`src/rtl/axi_sram_if.sv`:
```
// rtl/axi_sram_if.sv - AXI4 slave-port bundle between the bridge and axi_sram_slave.
interface axi_sram_if #(
  parameter int ID_WIDTH   = 8,
  parameter int ADDR_WIDTH = 32,
  parameter int DATA_WIDTH = 32
);
  localparam int STRB_WIDTH = DATA_WIDTH / 8;

  logic [ID_WIDTH-1:0]   ARID_S;
  logic [ADDR_WIDTH-1:0] ARADDR_S;
  logic [3:0]            ARLEN_S;
  logic [2:0]            ARSIZE_S;
  logic [1:0]            ARBURST_S;
  logic                  ARVALID_S;
  logic                  ARREADY_S;

  logic [ID_WIDTH-1:0]   RID_S;
  logic [DATA_WIDTH-1:0] RDATA_S;
  logic [1:0]            RRESP_S;
  logic                  RLAST_S;
  logic                  RVALID_S;
  logic                  RREADY_S;

  logic [ID_WIDTH-1:0]   AWID_S;
  logic [ADDR_WIDTH-1:0] AWADDR_S;
  logic [3:0]            AWLEN_S;
  logic [2:0]            AWSIZE_S;
  logic [1:0]            AWBURST_S;
  logic                  AWVALID_S;
  logic                  AWREADY_S;

  logic [DATA_WIDTH-1:0] WDATA_S;
  logic [STRB_WIDTH-1:0] WSTRB_S;
  logic                  WLAST_S;
  logic                  WVALID_S;
  logic                  WREADY_S;

  logic [ID_WIDTH-1:0]   BID_S;
  logic [1:0]            BRESP_S;
  logic                  BVALID_S;
  logic                  BREADY_S;

  modport slave (
    input  ARID_S, ARADDR_S, ARLEN_S, ARSIZE_S, ARBURST_S, ARVALID_S,
    output ARREADY_S,
    output RID_S, RDATA_S, RRESP_S, RLAST_S, RVALID_S,
    input  RREADY_S,
    input  AWID_S, AWADDR_S, AWLEN_S, AWSIZE_S, AWBURST_S, AWVALID_S,
    output AWREADY_S,
    input  WDATA_S, WSTRB_S, WLAST_S, WVALID_S,
    output WREADY_S,
    output BID_S, BRESP_S, BVALID_S,
    input  BREADY_S
  );

  modport master (
    output ARID_S, ARADDR_S, ARLEN_S, ARSIZE_S, ARBURST_S, ARVALID_S,
    input  ARREADY_S,
    input  RID_S, RDATA_S, RRESP_S, RLAST_S, RVALID_S,
    output RREADY_S,
    output AWID_S, AWADDR_S, AWLEN_S, AWSIZE_S, AWBURST_S, AWVALID_S,
    input  AWREADY_S,
    output WDATA_S, WSTRB_S, WLAST_S, WVALID_S,
    input  WREADY_S,
    input  BID_S, BRESP_S, BVALID_S,
    output BREADY_S
  );
endinterface

```
`src/rtl/axi_sram_slave.sv`:
```
// rtl/axi_sram_slave.sv - AXI4 INCR-burst slave driving a single-port synchronous SRAM.
module axi_sram_slave #(
  parameter int ID_WIDTH   = 8,
  parameter int ADDR_WIDTH = 32,
  parameter int DATA_WIDTH = 32,
  parameter int SRAM_AW    = 14
) (
  input  logic                  clk,
  input  logic                  rst,
  axi_sram_if.slave             s,
  output logic                  CEB,
  output logic                  WEB,
  output logic [DATA_WIDTH-1:0] BWEB,
  output logic [SRAM_AW-1:0]    A,
  output logic [DATA_WIDTH-1:0] DI,
  input  logic [DATA_WIDTH-1:0] DO
);
  localparam int STRB_WIDTH = DATA_WIDTH / 8;

  typedef enum logic [1:0] {IDLE, READ, WRITE, WRESP} state_t;

  state_t              state;
  logic [ID_WIDTH-1:0] id_q;
  logic [SRAM_AW-1:0]  addr_q;
  logic [3:0]          len_q;
  logic [4:0]          cnt_q;
  logic                err_q;

  logic [SRAM_AW-1:0]  ar_word;
  logic [SRAM_AW-1:0]  aw_word;
  logic                last_beat;
  logic                unused_ok;

  assign ar_word   = s.ARADDR_S[SRAM_AW+1:2];
  assign aw_word   = s.AWADDR_S[SRAM_AW+1:2];
  assign last_beat = (cnt_q == {1'b0, len_q});
  assign unused_ok = ^{s.ARSIZE_S, s.ARBURST_S, s.AWSIZE_S, s.AWBURST_S,
                       s.ARADDR_S[ADDR_WIDTH-1:SRAM_AW+2], s.ARADDR_S[1:0],
                       s.AWADDR_S[ADDR_WIDTH-1:SRAM_AW+2], s.AWADDR_S[1:0]};

  always_ff @(posedge clk or posedge rst) begin
    if (rst) begin
      state  <= IDLE;
      id_q   <= '0;
      addr_q <= '0;
      len_q  <= '0;
      cnt_q  <= '0;
      err_q  <= 1'b0;
    end else begin
      case (state)
        IDLE: begin
          if (s.ARVALID_S) begin
            id_q   <= s.ARID_S;
            addr_q <= ar_word;
            len_q  <= s.ARLEN_S;
            cnt_q  <= '0;
            state  <= READ;
          end else if (s.AWVALID_S) begin
            id_q   <= s.AWID_S;
            addr_q <= aw_word;
            len_q  <= s.AWLEN_S;
            cnt_q  <= '0;
            err_q  <= 1'b0;
            state  <= WRITE;
          end
        end
        READ: begin
          if (s.RREADY_S) begin
            addr_q <= addr_q + 1'b1;
            cnt_q  <= cnt_q + 5'd1;
            if (last_beat) state <= IDLE;
          end
        end
        WRITE: begin
          if (s.WVALID_S) begin
            addr_q <= addr_q + 1'b1;
            cnt_q  <= cnt_q + 5'd1;
            // Sticky: a short burst ends early, a long one overruns LEN; both still write.
            if (s.WLAST_S ? !last_beat : (cnt_q > {1'b0, len_q})) err_q <= 1'b1;
            if (s.WLAST_S) state <= WRESP;
          end
        end
        WRESP: begin
          if (s.BREADY_S) state <= IDLE;
        end
        default: state <= IDLE;
      endcase
    end
  end

  always_comb begin
    s.ARREADY_S = 1'b0;
    s.AWREADY_S = 1'b0;
    s.RVALID_S  = 1'b0;
    s.RDATA_S   = '0;
    s.RID_S     = '0;
    s.RRESP_S   = 2'b00;
    s.RLAST_S   = 1'b0;
    s.WREADY_S  = 1'b0;
    s.BVALID_S  = 1'b0;
    s.BID_S     = '0;
    s.BRESP_S   = 2'b00;
    CEB         = 1'b1;
    WEB         = 1'b1;
    BWEB        = '1;
    A           = '0;
    DI          = '0;
    case (state)
      IDLE: begin
        s.ARREADY_S = 1'b1;
        s.AWREADY_S = ~s.ARVALID_S;
        if (s.ARVALID_S) begin
          CEB = 1'b0;
          A   = ar_word;
        end
      end
      READ: begin
        s.RVALID_S = 1'b1;
        s.RDATA_S  = DO;
        s.RID_S    = id_q;
        s.RLAST_S  = last_beat;
        CEB        = 1'b0;
        // Prefetch the next word on acceptance; otherwise re-read to hold DO steady.
        A          = s.RREADY_S ? addr_q + 1'b1 : addr_q;
      end
      WRITE: begin
        s.WREADY_S = 1'b1;
        if (s.WVALID_S) begin
          CEB = 1'b0;
          WEB = 1'b0;
          A   = addr_q;
          DI  = s.WDATA_S;
          for (int b = 0; b < STRB_WIDTH; b++) BWEB[8*b +: 8] = {8{~s.WSTRB_S[b]}};
        end
      end
      WRESP: begin
        s.BVALID_S = 1'b1;
        s.BID_S    = id_q;
        s.BRESP_S  = err_q ? 2'b10 : 2'b00;
      end
      default: ;
    endcase
  end
endmodule
```
`src/flat_wrapper.sv`:
```
// flat-port wrapper written by rule: the top's interface ports become plain ports
module axi_sram_slave_flat 
#(
  parameter int ID_WIDTH   = 8,
  parameter int ADDR_WIDTH = 32,
  parameter int DATA_WIDTH = 32,
  parameter int SRAM_AW    = 14
)
  (clk, rst, CEB, WEB, BWEB, A, DI, DO, s_ARID_S, s_ARADDR_S, s_ARLEN_S, s_ARSIZE_S, s_ARBURST_S, s_ARVALID_S, s_ARREADY_S, s_RID_S, s_RDATA_S, s_RRESP_S, s_RLAST_S, s_RVALID_S, s_RREADY_S, s_AWID_S, s_AWADDR_S, s_AWLEN_S, s_AWSIZE_S, s_AWBURST_S, s_AWVALID_S, s_AWREADY_S, s_WDATA_S, s_WSTRB_S, s_WLAST_S, s_WVALID_S, s_WREADY_S, s_BID_S, s_BRESP_S, s_BVALID_S, s_BREADY_S);
  axi_sram_if #(.ID_WIDTH(ID_WIDTH), .ADDR_WIDTH(ADDR_WIDTH), .DATA_WIDTH(DATA_WIDTH)) s_i ();
  input  logic clk;
  input  logic rst;
  output logic CEB;
  output logic WEB;
  output logic [DATA_WIDTH-1:0] BWEB;
  output logic [SRAM_AW-1:0] A;
  output logic [DATA_WIDTH-1:0] DI;
  input  logic [DATA_WIDTH-1:0] DO;
  input wire logic [$bits(s_i.ARID_S)-1:0] s_ARID_S;
  input wire logic [$bits(s_i.ARADDR_S)-1:0] s_ARADDR_S;
  input wire logic [$bits(s_i.ARLEN_S)-1:0] s_ARLEN_S;
  input wire logic [$bits(s_i.ARSIZE_S)-1:0] s_ARSIZE_S;
  input wire logic [$bits(s_i.ARBURST_S)-1:0] s_ARBURST_S;
  input wire logic [$bits(s_i.ARVALID_S)-1:0] s_ARVALID_S;
  output wire logic [$bits(s_i.ARREADY_S)-1:0] s_ARREADY_S;
  output wire logic [$bits(s_i.RID_S)-1:0] s_RID_S;
  output wire logic [$bits(s_i.RDATA_S)-1:0] s_RDATA_S;
  output wire logic [$bits(s_i.RRESP_S)-1:0] s_RRESP_S;
  output wire logic [$bits(s_i.RLAST_S)-1:0] s_RLAST_S;
  output wire logic [$bits(s_i.RVALID_S)-1:0] s_RVALID_S;
  input wire logic [$bits(s_i.RREADY_S)-1:0] s_RREADY_S;
  input wire logic [$bits(s_i.AWID_S)-1:0] s_AWID_S;
  input wire logic [$bits(s_i.AWADDR_S)-1:0] s_AWADDR_S;
  input wire logic [$bits(s_i.AWLEN_S)-1:0] s_AWLEN_S;
  input wire logic [$bits(s_i.AWSIZE_S)-1:0] s_AWSIZE_S;
  input wire logic [$bits(s_i.AWBURST_S)-1:0] s_AWBURST_S;
  input wire logic [$bits(s_i.AWVALID_S)-1:0] s_AWVALID_S;
  output wire logic [$bits(s_i.AWREADY_S)-1:0] s_AWREADY_S;
  input wire logic [$bits(s_i.WDATA_S)-1:0] s_WDATA_S;
  input wire logic [$bits(s_i.WSTRB_S)-1:0] s_WSTRB_S;
  input wire logic [$bits(s_i.WLAST_S)-1:0] s_WLAST_S;
  input wire logic [$bits(s_i.WVALID_S)-1:0] s_WVALID_S;
  output wire logic [$bits(s_i.WREADY_S)-1:0] s_WREADY_S;
  output wire logic [$bits(s_i.BID_S)-1:0] s_BID_S;
  output wire logic [$bits(s_i.BRESP_S)-1:0] s_BRESP_S;
  output wire logic [$bits(s_i.BVALID_S)-1:0] s_BVALID_S;
  input wire logic [$bits(s_i.BREADY_S)-1:0] s_BREADY_S;
  assign s_i.ARID_S = s_ARID_S;
  assign s_i.ARADDR_S = s_ARADDR_S;
  assign s_i.ARLEN_S = s_ARLEN_S;
  assign s_i.ARSIZE_S = s_ARSIZE_S;
  assign s_i.ARBURST_S = s_ARBURST_S;
  assign s_i.ARVALID_S = s_ARVALID_S;
  assign s_ARREADY_S = s_i.ARREADY_S;
  assign s_RID_S = s_i.RID_S;
  assign s_RDATA_S = s_i.RDATA_S;
  assign s_RRESP_S = s_i.RRESP_S;
  assign s_RLAST_S = s_i.RLAST_S;
  assign s_RVALID_S = s_i.RVALID_S;
  assign s_i.RREADY_S = s_RREADY_S;
  assign s_i.AWID_S = s_AWID_S;
  assign s_i.AWADDR_S = s_AWADDR_S;
  assign s_i.AWLEN_S = s_AWLEN_S;
  assign s_i.AWSIZE_S = s_AWSIZE_S;
  assign s_i.AWBURST_S = s_AWBURST_S;
  assign s_i.AWVALID_S = s_AWVALID_S;
  assign s_AWREADY_S = s_i.AWREADY_S;
  assign s_i.WDATA_S = s_WDATA_S;
  assign s_i.WSTRB_S = s_WSTRB_S;
  assign s_i.WLAST_S = s_WLAST_S;
  assign s_i.WVALID_S = s_WVALID_S;
  assign s_WREADY_S = s_i.WREADY_S;
  assign s_BID_S = s_i.BID_S;
  assign s_BRESP_S = s_i.BRESP_S;
  assign s_BVALID_S = s_i.BVALID_S;
  assign s_i.BREADY_S = s_BREADY_S;
  axi_sram_slave #(.ID_WIDTH(ID_WIDTH), .ADDR_WIDTH(ADDR_WIDTH), .DATA_WIDTH(DATA_WIDTH), .SRAM_AW(SRAM_AW)) u_core (.clk(clk), .rst(rst), .s(s_i), .CEB(CEB), .WEB(WEB), .BWEB(BWEB), .A(A), .DI(DI), .DO(DO));
endmodule
```
`config.mk`:
```
export PLATFORM = sky130hd
export DESIGN_NAME = axi_sram_slave_flat
export DESIGN_NICKNAME = d
export VERILOG_FILES = /design/src/rtl/axi_sram_if.sv /design/src/rtl/axi_sram_slave.sv /design/src/flat_wrapper.sv
export SDC_FILE = /design/constraint.sdc
export NUM_CORES = 1
export LEC_CHECK = 0
export CORE_AREA = 2 2 123 125
export DETAILED_ROUTE_END_ITERATION = 7
export DIE_AREA = 0 0 125 127
export PLACE_DENSITY = 0.64
export SETUP_SLACK_MARGIN = 0.05
export SLEW_MARGIN = 20
export SYNTH_ARGS = -nofsm -noshare
export SYNTH_HDL_FRONTEND = slang
export SYNTH_SLANG_ARGS = --single-unit
```
`constraint.sdc`:
```
create_clock -name clk -period 2 [get_ports clk]
set_input_delay 0.3 -clock clk [delete_from_list [all_inputs] [get_ports clk]]
set_output_delay 0.3 -clock clk [all_outputs]
set_load 0.005 [all_outputs]
```
Word level (Yosys, flattened, before mapping)
Index checks and enable logic that the tools add are counted.
{"block": "word_totals", "inputBits": 174, "regBits": 34}
{"block": "classes", "order_cmp": 1, "n_bitwise": 5, "eq_ne": 13, "reduce_logical": 10, "muxes": 50, "add_sub_neg": 2}
{"cell": "$mux 32", "n": 5}
{"cell": "$mux 14", "n": 6}
{"cell": "$pmux 14 s3", "n": 2}
{"cell": "$mux 8", "n": 4}
{"cell": "$mux 5", "n": 4}
{"cell": "$mux 2", "n": 9}
{"cell": "$pmux 5 s3", "n": 1}
{"cell": "$add 14x1->14 const B", "n": 1}
{"cell": "$mux 1", "n": 14}
{"cell": "$ne 2x2->1 const B", "n": 6}
{"cell": "$mux 4", "n": 2}
{"cell": "$pmux 2 s4", "n": 1}
{"cell": "$reduce_and 6->1", "n": 1}
{"cell": "$add 5x1->5 const B", "n": 1}
{"cell": "$eq 5x4->1", "n": 1}
{"cell": "$gt 5x4->1", "n": 1}
{"cell": "$not 1->1", "n": 5}
{"cell": "$reduce_and 5->1", "n": 1}
{"cell": "$eq 2x2->1 const B", "n": 2}
{"cell": "$ne 2x1->1 const B", "n": 2}
{"cell": "$reduce_and 4->1", "n": 1}
{"cell": "$reduce_bool 2->1", "n": 2}
{"cell": "$ne 3x3->1 const B", "n": 1}
{"cell": "$pmux 1 s3", "n": 1}
{"cell": "other kinds (7)", "n": 7}

Longest topological paths before layout
{"block": "logic_depth", "ltp_word": 6, "ltp_mapped": 8, "mapped_depth_nobuf": 8}

Worst setup path before layout
No wires, ideal clock.
{"block": "synth_path", "path_kind": "register to output", "from": "reg u_core.addr_q[0]", "to": "out A[12]", "stages_incl_launch_ff": 7, "t_required_ns": 1.700, "slack_ns": 0.067, "arrival_time_ns": 1.633, "path_cell_list": "dfrtp_1 -> ha_1 -> nand3_1 -> nor4_1 -> xor2_1 -> a222oi_1 -> nor2_1"}
{"block": "synth_via", "elab_chain_len": 3}
{"element": "from (decl)", "line_no": "axi_sram_slave.sv:24", "source": "logic [SRAM_AW-1:0] addr_q;"}
{"element": "from (signal assigned)", "line_no": "axi_sram_slave.sv:54", "source": "addr_q <= ar_word;"}
{"element": "from (signal assigned)", "line_no": "axi_sram_slave.sv:60", "source": "addr_q <= aw_word;"}
{"element": "from (signal assigned)", "line_no": "axi_sram_slave.sv:69", "source": "addr_q <= addr_q + 1'b1;"}
{"element": "$add 14x1->14", "line_no": "axi_sram_slave.sv:124", "source": "A = s.RREADY_S ? addr_q + 1'b1 : addr_q;"}
{"element": "$mux 14"}
{"element": "$pmux 14 s3", "line_no": "axi_sram_slave.sv:108", "source": "case (state)"}
{"element": "to (decl)", "line_no": "flat_wrapper.sv:16", "source": "output logic [SRAM_AW-1:0] A;"}
Every way passes these cells.

Worst setup path in the final report
{"block": "layout_path", "from": "reg u_core.addr_q[1]", "to": "out A[12]"}
Same word-level chain as after synthesis.

==> results <==
-- cells in the final DEF (no fill, tap or decap), types with 13 or more instances in the layout --
cell type	instances
o21ai_0	16
and2_4	13
clkdlybuf4s50_1	125
buf_2	29
buf_6	79
mux2i_1	22
dlygate4sd2_1	13
dfrtp_1	28
clkbuf_2	65
and2_1	41
nand2_1	38
nor2_1	15
and3_1	24
buf_4	79
-- repair_timing --
| item | 4_1_cts | 5_1_grt |
|---|---|---|
| cloned | 6 | 3 |
| pin swaps | 47 | 56 |
| setup endpoints to repair | 156 | 130 |
| setup buffers | 39 | 35 |
| resized for setup | 435 | 280 |
-- path summary, 6_finish.rpt --
path,endpoint,cells after the start
max in group asynchronous,u_core.addr_q[3],3
min reg2reg,u_core.len_q[3],2
max reg2reg,u_core.addr_q[5],9
min,u_core.id_q[4],3
min in group clk,u_core.len_q[3],2
max,A[12],7
-- Yosys cell counts, drive strengths merged, types with 5 or more instances --
library cell,number,share of area
a21oi,16,0.022
and2,54,0.091
ha,10,0.034
dfrtp,34,0.23
nand2,52,0.053
xor2,5,0.012
a31oi,8,0.014
a32oi,5,0.012
nor2b,5,0.0084
inv,14,0.014
xnor2,7,0.017
clkbuf,25,0.026
mux2i,22,0.059
mux2,6,0.018
nor2,23,0.023
nand3,21,0.031
buf,46,0.089
and3,34,0.059
o21ai,40,0.054
nor4,7,0.017
nor3,9,0.012
nand2b,7,0.012
-- registers in the layout, indices dropped and copies added (netlist names) --
| register | flops |
|---|---|
| u_core.addr_q | 14 |
| u_core.id_q | 8 |
| u_core.cnt_q | 5 |
| u_core.len_q | 4 |
| u_core.state | 2 |
| u_core.err_q | 1 |
-- logic make-up after synthesis --
kind of cell | count (synthesis)
xor gates and xnor gates | 12
DFF | 34
buffers and inverters | 85
other | 1
and+or+nand+nor | 219
AOI/OAI and AO/OA | 102
muxes | 28
adders and majority gates | 10
-- worst max-delay path, delay by kind of cell, from the launching register on --
family                     cells  cell delay, ns
DFF                            1            0.42
xor gates and xnor gates       1            0.11
and+or+nand+nor                3            0.45
buffers and inverters          1            0.14
adders and majority gates      1            0.19
AOI/OAI and AO/OA              1            0.36
-- layer usage --
layer,up-vias,routed length (um)
li1,2393,-
met1,2472,7259
met2,260,9322
met3,39,1314
met4,0,501
met5,-,0
-- power groups by stage --
| stage | clock network (mW) | registers (mW) | logic (mW) |
|---|---|---|---|
| floorplan | 0 | 1.16 | 2.86 |
| global placement | 0 | 1.28 | 5.46 |
| detailed placement | 0 | 1.29 | 5.56 |
| CTS | 0.940 | 1.31 | 6.81 |
| global route | 0.967 | 1.39 | 8.31 |
| finish | 0.937 | 1.36 | 7.77 |
-- area by class of cell --
| cell class | count | area (um^2) | share of cell area |
|---|---|---|---|
| clock inverters | 3 | 45.04 | 0.005536 |
| well taps | 184 | 230.2 | 0.02829 |
| repair buffers | 412 | 3766 | 0.4629 |
| clock buffers | 5 | 125.1 | 0.01538 |
| inverters | 14 | 57.56 | 0.007074 |
| flip-flops and latches | 34 | 858.3 | 0.1055 |
| multi-input cells | 374 | 3054 | 0.3754 |
==> impl_metrics.tcl <==
set metrics [dict create \
    place_ws_ns -0.7638 \
    cts_sinks 34 \
    maxCapViolations 0 \
    holdCritPathClass "primary input to async pin" \
    cts_buffers 5 \
    dpl.cell_count 948 \
    die_x_um 125 \
    violations "negative setup slack" \
    max_stage_delay_ns 0.42 \
    initial_core_util 0.2569 \
    slew_violations 0 \
    synth_top_family_by_area "simple AND/OR/NAND/NOR gates" \
    core_um2 14420 \
    fmaxAchievable_mhz 443.5 \
    yosys_warnings 0 \
    io_pins 312 \
    finalInstanceArea_um2 8137 \
    synth-xor-area-share 0.02837 \
    clock_skew_ns 0.008055 \
    worstSetupStartpointType "flop" \
    cp.arrival_ns 1.95 \
    wl_per_cell_um 17.93 \
    total_power_mw 10.07 \
    port_buffers 262 \
    grt_first_pass_wirelength_um 27310 \
    num_rows 44 \
    synth_area_um2 3705 \
    hold_viol 0 \
    drive_gt1_frac 0.4810 \
    clkTransAtPathRegs_ns 0.06 \
    drt-pass1-iter-count 5 \
    status "complete, but fails checks" \
    crit_path_end_kind "primary output" \
    ys_ff_latch 34 \
    grtUsageMet3 0.03476 \
    startpoint "u_core.addr_q[1]" \
    crit_slowest_cell "dfrtp_1" \
    intPower_mw 5.776 \
    pwr-share-seq 0.135 \
    grt_pass1_vias 5310 \
    grt.total_usage 0.2112 \
    gr-usage-met2 0.3875 \
    yosys.area_share.adder 0.03377 \
    hpwl_um 12390 \
    fillers 1281 \
    diodes 0 \
    critPathMaxFanout 3 \
    synth-edff-count 0 \
    htree_levels 2 \
    synth_compound_area_frac 0.1766 \
    min_period_over_period 1.127 \
    r2r_setup_slack_ns -0.15 \
    antenna_left 0 \
    min_period_ns 2.255 \
    antenna_found_initial 0 \
    pwr-share-comb 0.772 \
    clock-root-buffer "clkbuf_16" \
    via_per_inst 5.033 \
    cts_hold_buf 0 \
    clk_latency_ns 0.29 \
    drc 0 \
    grt.busiest_layer "met2" \
    ys.flop_type "dfrtp_1" \
    worst_pin_slew_ns 0.4671 \
    slew_headroom 0.6806 \
    wl_um 18400 \
    utilization 0.5641 \
    rsz0062_at_grt "true" \
    layout.nets 1025 \
    synthToLayoutAreaGrowth_pct 119.6 \
    clk_path_buf_depth 2 \
    yosysSeqAreaShare 0.2297 \
    final_cells 1026 \
    required_ns 1.70 \
    synth_mux_area_frac 0.07768 \
    tns_ns -5.816 \
    ir_drop_uv 627.1 \
    leakage_nw 3.820 \
    swShare 0.4263 \
    place.gp.congestion 0.9231 \
    vias 5164 \
    die_h_um 127 \
    grt_max_degree 36 \
    critical_path_class "flop to primary output" \
    powerDensity_nw_per_um2 1237 \
    cts_tree "built" \
    overflow 0 \
    worst_hold_slack_ns 0.4374 \
    fin_ws_ns -0.2549 \
    cp_cell_sequence "ha_4, nand3_4, nor4_4, xor2_1, a222oi_1, nor2_1, buf_2" \
    syn_inst 491 \
    synth-async-reset-ratio 1.000 \
    synthSimpleGateAreaFrac 0.3242 \
    switchingPower_mw 4.293 \
    syn_avg_cell_area_um2 7.545 \
    power.share.clock 0.093 \
    place_area_um2 6764 \
    post_synth_num_cell_types 55 \
    grtUsageMet1 0.2499 \
    drt_iter0_drc 259 \
    r2r_start "u_core.state[0]" \
    dieArea_um2 15880 \
    setup_violations 62 \
]
Power figures use the tool's default switching activity.
